$ cat config.mk
export PLATFORM = sky130hd
export DESIGN_NAME = fp16_vec_scale
export DESIGN_NICKNAME = d
export VERILOG_FILES = /design/src/rtl/fp16_vec_scale_pkg.sv /design/src/rtl/fp16_mul_trunc.sv /design/src/rtl/fp16_vec_scale.sv
export SDC_FILE = /design/constraint.sdc
export NUM_CORES = 1
export LEC_CHECK = 0
export CORE_ASPECT_RATIO = 0.5
export CORE_MARGIN = 5
export CORE_UTILIZATION = 58
export CTS_CLUSTER_DIAMETER = 60
export DETAILED_ROUTE_END_ITERATION = 8
export GPL_ROUTABILITY_DRIVEN = 0
export GPL_TIMING_DRIVEN = 0
export PLACE_DENSITY = 0.82
export SYNTH_ARGS = -nofsm -noshare
export SYNTH_HDL_FRONTEND = slang
export SYNTH_SLANG_ARGS = --single-unit
$ cat constraint.sdc
create_clock -name clk -period 13.69 [get_ports clk]
set_input_delay 1.369 -clock clk [delete_from_list [all_inputs] [get_ports clk]]
set_output_delay 1.369 -clock clk [all_outputs]
set_load 0.005 [all_outputs]
$ cat src/rtl/fp16_vec_scale_pkg.sv
// ============================================================================
// fp16_vec_scale_pkg : FP16 field constants and FSM encoding for fp16_vec_scale
// Revision: 1.0
// ============================================================================
`default_nettype none

package fp16_vec_scale_pkg;

  localparam int          EXP_BIAS = 15;
  localparam int          EXP_MAX  = 31;
  localparam logic [15:0] QNAN     = 16'h7E00;
  localparam logic [15:0] POS_INF  = 16'h7C00;

  typedef enum logic [1:0] {
    S_IDLE       = 2'd0,
    S_WAIT_SCALE = 2'd1,
    S_MUL        = 2'd2,
    S_OUT        = 2'd3
  } state_e;

endpackage

`default_nettype wire

$ cat src/rtl/fp16_mul_trunc.sv
// ============================================================================
// fp16_mul_trunc : combinational FP16 multiply, round toward zero, FTZ inputs
// Revision: 1.0
// ============================================================================
`default_nettype none

module fp16_mul_trunc
  import fp16_vec_scale_pkg::*;
(
  input  logic [15:0] a,
  input  logic [15:0] b,
  output logic [15:0] product,
  output logic [1:0]  ofuf
);

  logic        sign;
  logic        a_max, b_max, a_zero, b_zero;
  logic        a_nan, b_nan, a_inf, b_inf;
  logic [21:0] prod;
  logic        norm;
  logic [9:0]  mant;
  logic [6:0]  e_raw;

  always_comb begin
    product = '0;
    ofuf    = '0;
    sign    = a[15] ^ b[15];
    a_max   = (a[14:10] == 5'(EXP_MAX));
    b_max   = (b[14:10] == 5'(EXP_MAX));
    a_zero  = (a[14:10] == 5'd0);
    b_zero  = (b[14:10] == 5'd0);
    a_nan   = a_max && (a[9:0] != 10'd0);
    b_nan   = b_max && (b[9:0] != 10'd0);
    a_inf   = a_max && (a[9:0] == 10'd0);
    b_inf   = b_max && (b[9:0] == 10'd0);
    prod    = 22'({1'b1, a[9:0]}) * 22'({1'b1, b[9:0]});
    norm    = prod[21];
    // Truncating casts drop the guard bits: this is the round-toward-zero step.
    mant    = norm ? 10'(prod >> 11) : 10'(prod >> 10);
    // Biased-sum exponent kept offset by EXP_BIAS so the range tests stay unsigned.
    e_raw   = {2'b00, a[14:10]} + {2'b00, b[14:10]} + {6'd0, norm};

    if (a_nan || b_nan || (a_inf && b_zero) || (a_zero && b_inf)) begin
      product = QNAN;
    end else if (a_inf || b_inf) begin
      product = POS_INF | {sign, 15'd0};
    end else if (a_zero || b_zero) begin
      product = {sign, 15'd0};
    end else if (e_raw < 7'(EXP_BIAS + 1)) begin
      product = {sign, 15'd0};
      ofuf    = 2'b01;
    end else if (e_raw > 7'(EXP_BIAS + EXP_MAX - 1)) begin
      product = POS_INF | {sign, 15'd0};
      ofuf    = 2'b10;
    end else begin
      product = {sign, 5'(e_raw - 7'(EXP_BIAS)), mant};
    end
  end

endmodule

`default_nettype wire

$ cat src/rtl/fp16_vec_scale.sv
// ============================================================================
// fp16_vec_scale : scales a held FP16 vector by the inverse-sqrt result,
//                  streaming one component per valid/ready transfer.
// Revision: 1.0
// ============================================================================
`default_nettype none

module fp16_vec_scale
  import fp16_vec_scale_pkg::*;
#(
  parameter int NUM_COMP = 3,
  parameter int IDX_W    = 2
) (
  input  logic                   clk,
  input  logic                   reset,
  input  logic                   vec_load,
  input  logic [16*NUM_COMP-1:0] vec_in,
  output logic                   vec_ready,
  input  logic                   inv_done,
  input  logic [15:0]            inv_result,
  input  logic [1:0]             inv_ofuf,
  output logic                   out_valid,
  input  logic                   out_ready,
  output logic [15:0]            out_data,
  output logic [IDX_W-1:0]       out_idx,
  output logic [1:0]             out_ofuf
);

  localparam logic [IDX_W-1:0] LAST_IDX = IDX_W'(NUM_COMP - 1);
  localparam logic [IDX_W-1:0] IDX_ONE  = IDX_W'(1);

  state_e           state_q, state_d;
  logic             inv_done_q;
  logic [15:0]      vec_q [NUM_COMP];
  logic [15:0]      scale_q;
  logic [1:0]       inv_ofuf_q;
  logic [IDX_W-1:0] idx_q, idx_d;
  logic             out_valid_q, out_valid_d;
  logic [15:0]      out_data_q, out_data_d;
  logic [IDX_W-1:0] out_idx_q, out_idx_d;
  logic [1:0]       out_ofuf_q, out_ofuf_d;

  logic             inv_edge;
  logic             load_en;
  logic             scale_en;
  logic [IDX_W-1:0] sel_idx;
  logic [15:0]      mul_a;
  logic [15:0]      mul_prod;
  logic [1:0]       mul_ofuf;

  assign inv_edge = inv_done & ~inv_done_q;
  // In OUT the multiplier already works on the next component so a transfer
  // can present it on the following cycle without a bubble.
  assign sel_idx  = (state_q == S_OUT) ? (idx_q + IDX_ONE) : idx_q;

  always_comb begin
    mul_a = '0;
    for (int i = 0; i < NUM_COMP; i++) begin
      if (sel_idx == IDX_W'(i)) mul_a = vec_q[i];
    end
  end

  fp16_mul_trunc u_mul (
    .a       (mul_a),
    .b       (scale_q),
    .product (mul_prod),
    .ofuf    (mul_ofuf)
  );

  always_comb begin
    state_d     = state_q;
    idx_d       = idx_q;
    out_valid_d = out_valid_q;
    out_data_d  = out_data_q;
    out_idx_d   = out_idx_q;
    out_ofuf_d  = out_ofuf_q;
    load_en     = 1'b0;
    scale_en    = 1'b0;
    case (state_q)
      S_IDLE: begin
        if (vec_load) begin
          load_en = 1'b1;
          state_d = S_WAIT_SCALE;
        end
      end
      S_WAIT_SCALE: begin
        if (inv_edge) begin
          scale_en = 1'b1;
          idx_d    = '0;
          state_d  = S_MUL;
        end
      end
      S_MUL: begin
        out_data_d  = mul_prod;
        out_idx_d   = idx_q;
        out_ofuf_d  = mul_ofuf | inv_ofuf_q;
        out_valid_d = 1'b1;
        state_d     = S_OUT;
      end
      S_OUT: begin
        if (out_ready) begin
          if (idx_q == LAST_IDX) begin
            out_valid_d = 1'b0;
            state_d     = S_IDLE;
          end else begin
            idx_d      = idx_q + IDX_ONE;
            out_data_d = mul_prod;
            out_idx_d  = idx_q + IDX_ONE;
            out_ofuf_d = mul_ofuf | inv_ofuf_q;
          end
        end
      end
      default: state_d = S_IDLE;
    endcase
  end

  always_ff @(posedge clk) begin
    if (reset) begin
      state_q     <= S_IDLE;
      inv_done_q  <= 1'b0;
      idx_q       <= '0;
      out_valid_q <= 1'b0;
      out_data_q  <= '0;
      out_idx_q   <= '0;
      out_ofuf_q  <= '0;
    end else begin
      state_q     <= state_d;
      inv_done_q  <= inv_done;
      idx_q       <= idx_d;
      out_valid_q <= out_valid_d;
      out_data_q  <= out_data_d;
      out_idx_q   <= out_idx_d;
      out_ofuf_q  <= out_ofuf_d;
    end
  end

  // Operand storage needs no reset: it is always rewritten before being used.
  always_ff @(posedge clk) begin
    if (load_en) begin
      for (int i = 0; i < NUM_COMP; i++) begin
        vec_q[i] <= vec_in[16*i +: 16];
      end
    end
    if (scale_en) begin
      scale_q    <= inv_result;
      inv_ofuf_q <= inv_ofuf;
    end
  end

  assign vec_ready = (state_q == S_IDLE);
  assign out_valid = out_valid_q;
  assign out_data  = out_data_q;
  assign out_idx   = out_idx_q;
  assign out_ofuf  = out_ofuf_q;

endmodule

`default_nettype wire

# [Word-level counts from Yosys, hierarchy flattened]
# Memory sizes are Yosys's and may differ from the RTL's.
# Index checks and enable logic that the tools add are counted.
[totals] reg_bits=44 ramBits=48 in_bits=71 output_inout_bits=22 mem_count=1
[memory_table] name="vec_q" words=3 word_bits=16 rd=3 rd_clocked_by_memory_dff=0 write_ports=3 line_no="fp16_vec_scale.sv:34" text="logic [15:0] vec_q [NUM_COMP];"
[op_classes] addsub=4 n_mul=1 magnitude_cmp=2 n_eq_ne=13 n_mux=40 bitwise=4 n_reduce_logical=25
[ops] cell="$mux W16" n=6
[ops] cell="$mux W15" n=4
[ops] cell="$pmux W16 S2" n=1
[ops] cell="$mux W2" n=15
[ops] cell="$mul A11 B11 Y22" n=1
[ops] cell="$logic_not A10 Y1" n=2
[ops] cell="$reduce_bool A10 Y1" n=2
[ops] cell="$pmux W2 S2" n=3
[ops] cell="$eq A5 B5 Y1 const B" n=2
[ops] cell="$logic_not A5 Y1" n=2
[ops] cell="$mux W10" n=1
[ops] cell="$eq A2 B2 Y1 const B" n=4
[ops] cell="$mux W1" n=8
[ops] cell="$ne A2 B2 Y1 const B" n=4
[ops] cell="$pmux W2 S4" n=1
[ops] cell="$reduce_and A4 Y1" n=2
[ops] cell="$add A6 B1 Y7" n=1
[ops] cell="$gt A7 B6 Y1 const B" n=1
[ops] cell="$lt A7 B5 Y1 const B" n=1
[ops] cell="$add A5 B5 Y6" n=1
[ops] cell="$logic_and A1 B1 Y1" n=6
[ops] cell="$reduce_and A3 Y1" n=2
[ops] cell="$logic_or A1 B1 Y1" n=5
[ops] cell="$sub A5 B4 Y5 const B" n=1
[ops] cell="10 further kinds" n=13

# [Depth between registers and ports, before layout]
# Gate-level depths: netlist of the first run.
[logic_depth] depth_word=18 ltp_mapped=42

# [By module]
# Synthesis of the first run repeated with hierarchy kept, for this count alone.
[unflattened] cells_unflattened=833 area_unflattened_um2=8065.2
[modules_own_cells] mod="fp16_mul_trunc" n_inst=1 cells_per_inst=580 area_each_um2=4553.1 seq_area_each_um2=0.0
[modules_own_cells] mod="fp16_vec_scale" n_inst=1 cells_per_inst=253 area_each_um2=3512.1 seq_area_each_um2=2502.4

# [Least setup slack after synthesis of the first run]
# OpenSTA, ideal clock, no wires.
[synth_timing] kind="flip-flop to flip-flop" from="register idx_q[0]" to="register out_data_q[3], in the netlist out_data[3]" arrival_ps=9553 t_required_ps=13606 setup_slack_ps=4053 stages_incl_launch_ff=40 synth_period_minus_slack_ps=9637 cell_sequence="dfxtp_1 -> inv_1 -> ha_1 -> nand2b_1 -> nand2_1 -> buf_1 -> mux2i_1 -> o21ai_0 -> clkbuf_1 -> nand2_1 -> fa_1 -> fa_1 -> inv_1 -> fa_1 -> fa_1 -> inv_1 -> fa_1 -> inv_1 -> [4 not listed] -> a21oi_1 -> a31oi_2 -> a21oi_2 -> o2111ai_1 -> xnor2_1 -> buf_2 -> fa_1 -> fa_1 -> nor2b_1 -> o21a_1 -> nor2_1 -> xnor2_1 -> o21ai_0 -> o211ai_1 -> or4_1 -> buf_4 -> a311o_1 -> o31ai_2"
[synth_via] elab_chain_cells=17 word_cells_on_any_way=38 classes_between="3 x add/sub; 1 x mul; 2 x order compare; 5 x eq/ne; 13 x mux; 14 x reduce/logical"
[synth_lines] element="from (decl)" line_no="fp16_vec_scale.sv:37" text="logic [IDX_W-1:0] idx_q, idx_d;"
[synth_lines] element="from (signal assigned)" line_no="fp16_vec_scale.sv:129" text="idx_q <= idx_d;"
[synth_lines] element="$add A2 B1 Y2" line_no="fp16_vec_scale.sv:54" text="assign sel_idx = (state_q == S_OUT) ? (idx_q + IDX_ONE) : idx_q;"
[synth_lines] element="$mux W2" line_no="fp16_vec_scale.sv:54"
[synth_lines] element="$logic_not A2 Y1" line_no="fp16_vec_scale.sv:59" text="if (sel_idx == IDX_W'(i)) mul_a = vec_q[i];"
[synth_lines] element="$mux W16 (3 in a row)" line_no="fp16_vec_scale.sv:59"
[synth_lines] element="$mul A11 B11 Y22 or $add A5 B5 Y6 (tied branches)" line_no="fp16_mul_trunc.sv:36, fp16_mul_trunc.sv:41"
[synth_lines] element="$add A6 B1 Y7" line_no="fp16_mul_trunc.sv:41" text="e_raw = {2'b00, a[14:10]} + {2'b00, b[14:10]} + {6'd0, norm};"
[synth_lines] element="$gt A7 B6 Y1" line_no="fp16_mul_trunc.sv:52" text="end else if (e_raw > 7'(EXP_BIAS + EXP_MAX - 1)) begin"
[synth_lines] element="$mux W15" line_no="fp16_mul_trunc.sv:52"
[synth_lines] element="$mux W15" line_no="fp16_mul_trunc.sv:49" text="end else if (e_raw < 7'(EXP_BIAS + 1)) begin"
[synth_lines] element="$mux W15" line_no="fp16_mul_trunc.sv:47" text="end else if (a_zero || b_zero) begin"
[synth_lines] element="$mux W15" line_no="fp16_mul_trunc.sv:45" text="end else if (a_inf || b_inf) begin"
[synth_lines] element="$mux W16" line_no="fp16_mul_trunc.sv:43" text="if (a_nan || b_nan || (a_inf && b_zero) || (a_zero && b_inf)) begin"
[synth_lines] element="$mux W16" line_no="fp16_vec_scale.sv:102" text="if (idx_q == LAST_IDX) begin"
[synth_lines] element="$mux W16" line_no="fp16_vec_scale.sv:101" text="if (out_ready) begin"
[synth_lines] element="$pmux W16 S2" line_no="fp16_vec_scale.sv:79" text="case (state_q)"
[synth_lines] element="to (signal assigned)" line_no="fp16_vec_scale.sv:131" text="out_data_q <= out_data_d;"
[synth_lines] element="to (decl)" line_no="fp16_vec_scale.sv:39" text="logic [15:0] out_data_q, out_data_d;"
# Several ways; a longest one is shown, not always the timed one. The select of a mux whose other input is x is not followed.
# A chain may end at the register's enable or synchronous reset.

# [Final worst setup path of the first run]
[layout_timing] from="register state_q[0]" to="register out_data_q[3], in the netlist out_data[3]"
[layout_via] elab_chain_cells=17 word_cells_on_any_way=40 classes_between="2 x add/sub; 1 x mul; 2 x order compare; 7 x eq/ne; 13 x mux; 15 x reduce/logical"
[layout_lines] element="from (decl)" line_no="fp16_vec_scale.sv:32" text="state_e state_q, state_d;"
[layout_lines] element="from (signal assigned)" line_no="fp16_vec_scale.sv:127" text="state_q <= state_d;"
[layout_lines] element="$eq A2 B2 Y1" line_no="fp16_vec_scale.sv:54, fp16_vec_scale.sv:79"
[layout_lines] element="$mux W2" line_no="fp16_vec_scale.sv:54"
[layout_lines] element="$logic_not A2 Y1" line_no="fp16_vec_scale.sv:59"
[layout_lines] element="$mux W16 (3 in a row)" line_no="fp16_vec_scale.sv:59"
[layout_lines] element="$mul A11 B11 Y22 or $add A5 B5 Y6 (tied branches)" line_no="fp16_mul_trunc.sv:36, fp16_mul_trunc.sv:41"
[layout_lines] element="$add A6 B1 Y7" line_no="fp16_mul_trunc.sv:41"
[layout_lines] element="$gt A7 B6 Y1" line_no="fp16_mul_trunc.sv:52"
[layout_lines] element="$mux W15" line_no="fp16_mul_trunc.sv:52"
[layout_lines] element="$mux W15" line_no="fp16_mul_trunc.sv:49"
[layout_lines] element="$mux W15" line_no="fp16_mul_trunc.sv:47"
[layout_lines] element="$mux W15" line_no="fp16_mul_trunc.sv:45"
[layout_lines] element="$mux W16" line_no="fp16_mul_trunc.sv:43"
[layout_lines] element="$mux W16" line_no="fp16_vec_scale.sv:102"
[layout_lines] element="$mux W16" line_no="fp16_vec_scale.sv:101"
[layout_lines] element="$pmux W16 S2" line_no="fp16_vec_scale.sv:79"
# Several ways; a longest one is shown, not always the timed one. The select of a mux whose other input is x is not followed.

==> qor.yml, run 1 <==
worst_setup_path:
  rrSetupSlack_ps: 2440
  critPathMaxFanout: 10
  critPathArrivalTime_ps: 11510
  crit_path_frequent_cell: "fa_1"
  critPathKind: "flop to flop"
  startpoint_type: "flop"
  cpPeakStageDelay_ps: 560
  crit_required_ps: 13960
  cp_slowest_cell: "fa_1"
  cp-end-kind: "flop"
timing:
  layout_setup_ws_ps: 2444
  clock_skew_ps: 8.426
  tightest_slew_ps: 730.0
  max_freq_mhz: 88.92
  period_minus_slack_ps: 11250
  hold_viol_final: 0
  grt_setup_unrepaired: "no"
  max_slew_margin_pct: 50.98
  setup_tns_ps: 0
  period_share_pct: 82.15
  finalSetupViolations: 0
  worst_hold_slack_ps: 454.6
  slew_viol_final: 0
drt:
  wire_per_inst_um: 16.90
  vias: 6169
  drt-pass1-iter-count: 6
  post-route-drc-count: 0
  wirelength_um: 18800
  viasPerCell: 5.548
  ant_nets: 0
  drtIter0Drc: 533
grt:
  grt_max_degree: 35
  overflow: 0
  grt_pass1_vias: 6386
  grt_pass1_wl_um: 31290
  grt_usage_pct: 23.86
  antenna_found_initial: 0
placed_design:
  port_buffers: 91
  dp.cells: 1096
  pre_cts_ws_ps: 2562
  hpwl_um: 15100
synth:
  syn_area_per_cell_sq_um: 9.926
  synth_area_sq_um: 8050
  ys_types: 64
  synth-seq-cells: 92
  synth_edf_count: 66
  yosysSeqAreaShare_pct: 31.08
  synth_warnings: 0
  netlist_instances: 811
  synth_nets: 1031
  synthArstFlopShare_pct: 0
  ys.flop_type: "edfxtp_1"
die:
  dieHeight_um: 93.31
  die-area_sq_um: 16480
  io_pins: 93
  die_w_um: 176.6
  start_util_pct: 59.24
  std_cell_rows: 30
  core_area_sq_um: 13590
cts:
  hold_buffers: 0
  cts_max_level: 3
  path_clk_slew_ps: 70
  numClockSinks: 92
  ctsLongestPathBuffers: 2
  cts_tree: "built"
  post_cts_resized: 0
  root_buffer: "clkbuf_16"
  cts_setup_buffers: 0
  cts_made_buffers: 9
  worstSkewPairLatency_ps: 350
run:
  cap_viol_max_count: 0
cells_and_area:
  area_growth_syn_to_layout_pct: 18.53
  drive_gt1_share_pct: 5.326
  final_cells: 1112
  antennaDiodeCount: 0
  nets: 1135
hold_path:
  hold_class: "flop to flop"
outcome:
  run_status: "finished, final reports clean"
[worst paths after layout]
kind	startpoint	to	cells after the start
max	state_q[0]$_SDFFE_PP0P_	out_data[3]$_SDFFE_PP0P_	40
max reg2reg	state_q[0]$_SDFFE_PP0P_	out_data[3]$_SDFFE_PP0P_	40
min reg2reg	out_data[5]$_SDFFE_PP0P_	out_data[5]$_SDFFE_PP0P_	2
min	out_data[5]$_SDFFE_PP0P_	out_data[5]$_SDFFE_PP0P_	2
[critical path, delay by kind of cell, from the launching register on]
kind	cells	cell delay, ps
buf+inv	9	1650
xor+xnor	2	320
fa+ha+maj	10	4490
simple gates	8	1960
compound gates	11	2420
flops	1	340
[flip-flops by register name, indices dropped and copies added, names as in the netlist]
name	cells
vec_q	48
out_data	16
scale_q	16
idx_q	2
inv_ofuf_q	2
out_idx	2
out_ofuf	2
state_q	2
inv_done_q	1
out_valid	1
[metal layers]
| layer | up-vias | part of all wire (%) | global-route usage [%] | wire [um] |
|---|---|---|---|---|
| met1 | 2984 | 40 | 31.07 | 7537 |
| met2 | 253 | 50 | 40.79 | 9375 |
| met5 | - | 0 | 0 | 0 |
| met3 | 40 | 8.0 | 5.210 | 1496 |
| li1 | 2892 | - | - | - |
| met4 | 0 | 2.1 | 6.499 | 389 |
[synthesized netlist by cell type, types with 2 or more instances]
master     instances  area [sq um]
a211oi_1           9         67.56
a21o_1             6         45.04
a21oi_1           25         125.1
a22o_1             3         26.28
a22oi_1            5         37.54
a31oi_1            5         31.28
and2_1            46         287.8
and3_1             5         31.28
buf_4              2         15.01
buf_6              3         33.78
clkbuf_1          21         78.83
dfxtp_1           26         520.5
edfxtp_1          66          1982
fa_1              81          1622
ha_1              68         850.8
inv_1            131         491.7
mux2_2             8         90.09
mux2i_1           14         140.1
nand2_1           88         330.3
nand2b_1           6         37.54
nand3_1            9         45.04
nor2_1            54         202.7
nor2b_1            9         56.30
nor3_1            13         65.06
nor4_1             5         31.28
o2111ai_1          3         26.28
o211ai_1           5         37.54
o21a_1             6         45.04
o21ai_0           24         120.1
o21bai_1           2         15.01
o221ai_1           2         17.52
o31ai_1            3         22.52
o41ai_2            2         32.53
or2_2              2         12.51
or4_1              7         52.55
xnor2_1           14         122.6
xor2_1             6         52.55
[through the flow]
| stage | utilization, % | instance area [sq um] |
|---|---|---|
| after global placement | 67.72 | 9201 |
| after CTS | 70.22 | 9542 |
| final | 70.22 | 9542 |
| after floorplan | - | 8050 |
| after detailed placement | 68.00 | 9240 |
| after global routing | 70.22 | 9542 |
[cells in the final DEF (no fill, tap or decap), types with 6 or more instances in the layout]
cell and count:
a211oi_1 9, a21o_1 6, a21oi_1 25, and2_1 45
clkbuf_1 21, clkbuf_16 9, clkdlybuf4s50_1 91, dfxtp_1 26
edfxtp_1 66, fa_1 81, ha_1 68, inv_1 131
mux2_2 8, mux2i_1 14, nand2_1 88, nand2b_1 6
nand3_1 9, nor2_1 53, nor2b_1 9, nor3_1 13
o21a_1 6, o21ai_0 24, or4_1 7, xnor2_1 14
xor2_1 6
[area by class of cell]
class	instances	area (sq um)
fillers	1006	4046
well taps	192	240.2
plain buffers	28	136.4
clock inverters	7	76.32
multi-input cells	560	4923
clock buffers	9	225.2
repair buffers	93	945.9
flip-flops and latches	92	2502
inverters	131	491.7
[kinds of logic after synthesis]
kind of cell	after synthesis	synth area share, %
and+or+nand+nor	253	15.34
buffers and inverters	159	7.802
DFF	92	31.08
xor gates and xnor gates	20	2.176
AOI/OAI and AO/OA	115	9.839
adders and majority gates	149	30.71
muxes	23	3.046
Power of run 1 is left out: the tool's default activity adds up to more than one toggle a clock period on the data nets, which glitch-free logic cannot reach.
==> run 2, diff against run 1 <==
--- a/config.mk
+++ b/config.mk
@@ -7,12 +7,12 @@
 export LEC_CHECK = 0
 export CORE_ASPECT_RATIO = 0.5
 export CORE_MARGIN = 5
-export CORE_UTILIZATION = 58
+export CORE_UTILIZATION = 52
 export CTS_CLUSTER_DIAMETER = 60
 export DETAILED_ROUTE_END_ITERATION = 8
 export GPL_ROUTABILITY_DRIVEN = 0
 export GPL_TIMING_DRIVEN = 0
-export PLACE_DENSITY = 0.82
+export PLACE_DENSITY = 0.78
 export SYNTH_ARGS = -nofsm -noshare
 export SYNTH_HDL_FRONTEND = slang
 export SYNTH_SLANG_ARGS = --single-unit
==> constraint.sdc (replaced) <==
create_clock -name clk -period 10.2 [get_ports clk]
set_input_delay 1.02 -clock clk [delete_from_list [all_inputs] [get_ports clk]]
set_output_delay 1.02 -clock clk [all_outputs]
set_load 0.005 [all_outputs]
==> qor.yml, run 2 (same netlist as run 1, synthesis figures left out) <==
grt:
  grt_pass1_vias: 6370  # -0.25%
  antenna_found_initial: 0  # unchanged
  overflow: 0  # unchanged
  grt_max_degree: 32  # -8.6%
  grt_pass1_wl_um: 31290  # unchanged
  grt_usage_pct: 21.25  # -2.6 points
drt:
  viasPerCell: 5.397  # -2.7%
  post-route-drc-count: 0  # unchanged
  wirelength_um: 19020  # +1.2%
  wire_per_inst_um: 16.78  # -0.70%
  ant_nets: 0  # unchanged
  drtIter0Drc: 407  # -24%
  drt-pass1-iter-count: 5  # -1
  vias: 6115  # -0.88%
worst_setup_path:
  cpPeakStageDelay_ps: 550  # about the same
  ff2ff_path_depth: 40  # unchanged
  rr_endpoint: "out_data[3]$_SDFFE_PP0P_"
  startpoint_type: "flop"
  critPathKind: "flop to flop"
  r2r_start: "state_q[0]$_SDFFE_PP0P_"
  crit_path_frequent_cell: "fa_1"
  cp_slowest_cell: "fa_1"
  crit_required_ps: 10460  # -3500 ps
  cp-end-kind: "flop"
  rrSetupSlack_ps: 510  # -1930 ps
  critPathMaxFanout: 10  # unchanged
  critPathArrivalTime_ps: 9950  # -1560 ps
cells_and_area:
  fin_util_pct: 63.47  # -6.7 points
  largest_reg_flops: 48  # unchanged
  final_cells: 1133  # +1.9%
  most-common-layout-cells: "129 x inv_1, 91 x clkdlybuf4s50_1, 87 x nand2_1"
  nets: 1144  # +0.79%
  antennaDiodeCount: 0  # unchanged
  post-route-cell-area_sq_um: 9708  # +1.7%
  regMostFlops: "vec_q"
  num-fill-cells: 1250  # +24%
  area_growth_syn_to_layout_pct: 20.59
  final_common_cell: "inv_1"
  drive_gt1_share_pct: 8.504  # +3.2 points
die:
  io_pins: 93  # unchanged
  die-area_sq_um: 18220  # +11%
  std_cell_rows: 32  # +6.7%
  core_area_sq_um: 15290  # +13%
  dieHeight_um: 97.98  # +5.0%
  start_util_pct: 52.63  # -6.6 points
  die_w_um: 186.0  # +5.3%
cts:
  numClockSinks: 92  # unchanged
  cts_max_level: 3  # unchanged
  ctsLongestPathBuffers: 2  # unchanged
  root_buffer: "clkbuf_16"
  hold_buffers: 0  # unchanged
  path_clk_slew_ps: 70  # about the same
  worstSkewPairLatency_ps: 340  # about the same
  cts_made_buffers: 9  # unchanged
  cts_tree: "built"
timing:
  period_share_pct: 95.01  # +13 points
  layout_setup_ws_ps: 509.3  # -1935 ps
  slew_viol_final: 0  # unchanged
  max_freq_mhz: 103.2  # +16%
  finalSetupViolations: 0  # unchanged
  period_minus_slack_ps: 9691  # -1555 ps
  hold_viol_final: 0  # unchanged
  clock_skew_ps: 5.673  # -2.754 ps
  max_slew_margin_pct: 44.69  # -6.3 points
  tightest_slew_ps: 823.7  # +93.63 ps
hold_path:
  hold_class: "flop to flop"
  hold_end: "out_data[7]$_SDFFE_PP0P_"
  holdPathStages: 2  # unchanged
  min_from: "out_data[7]$_SDFFE_PP0P_"
placed_design:
  dpl_cell_area_sq_um: 9255  # +0.16%
  port_buffers: 91  # unchanged
  dp.cells: 1108  # +1.1%
  hpwl_um: 15100  # about the same
  pre_cts_ws_ps: -1102  # -3664 ps
run:
  cap_viol_max_count: 0  # unchanged
outcome:
  run_status: "finished, final reports clean"
==> run 2: how the worst max path moves through the flow <==
| stage | slack (ps) | end | start |
|---|---|---|---|
| after floorplan | 560 | out_data[3]$_SDFFE_PP0P_ | idx_q[0]$_SDFFE_PP0P_ |
| after global placement | -880 | out_data[3]$_SDFFE_PP0P_ | idx_q[0]$_SDFFE_PP0P_ |
| after detailed placement | -1100 | out_data[3]$_SDFFE_PP0P_ | idx_q[0]$_SDFFE_PP0P_ |
| after CTS | 10 | out_data[3]$_SDFFE_PP0P_ | idx_q[0]$_SDFFE_PP0P_ |
| after global routing | -20 | out_data[3]$_SDFFE_PP0P_ | idx_q[0]$_SDFFE_PP0P_ |
| final | 510 | out_data[3]$_SDFFE_PP0P_ | state_q[0]$_SDFFE_PP0P_ |
==> run 2: timing repair <==
action	in CTS	in global routing
buffers inserted	2	9
cloned	0	1
pin swaps	2	3
endpoints found under the setup margin	16	14
gates resized for setup	25	22
==> run 2: layer usage <==
metal | routed length (um) | GRT usage (%) | vias to the layer above | part of all wire (%)
li1 | - | - | 2909 | -
met5 | 0 | 0 | - | 0
met1 | 8128 | 28.10 | 3005 | 43
met4 | 180 | 4.868 | 0 | 0.95
met2 | 9559 | 35.90 | 187 | 50
met3 | 1150 | 4.838 | 14 | 6.0
==> run 2: worst max-delay path, delay by kind of cell, from the launching register on <==
kind / cells / cell delay (ps)
buffers and inverters: 9 / 1330
AND/OR/NAND/NOR: 8 / 1500
flip-flops: 1 / 350
XOR/XNOR: 2 / 320
AO/OA/AOI/OAI: 12 / 2030
adder cells (fa/ha/maj): 9 / 4090
==> run 2: through the flow <==
stage	hold slack, ps	setup TNS, ps
after floorplan	444.2	0
after global placement	438.8	-6883
after detailed placement	445.5	-10050
after CTS	461.2	0
after global routing	487.5	-24.73
final	456.0	0
==> run 2: cell type report <==
| cell class | instances | area (sq um) | share of cell area [%] |
|---|---|---|---|
| multi-input cells | 560 | 4980 | 51.30 |
| flip-flops and latches | 92 | 2502 | 25.78 |
| repair buffers | 104 | 1028 | 10.59 |
| inverters | 131 | 495.5 | 5.104 |
| well taps | 204 | 255.2 | 2.629 |
| clock buffers | 9 | 225.2 | 2.320 |
| plain buffers | 25 | 162.7 | 1.675 |
| clock inverters | 7 | 51.30 | 0.5284 |
| repair inverters | 1 | 7.507 | 0.07733 |
Power of run 2 is left out for the same reason.
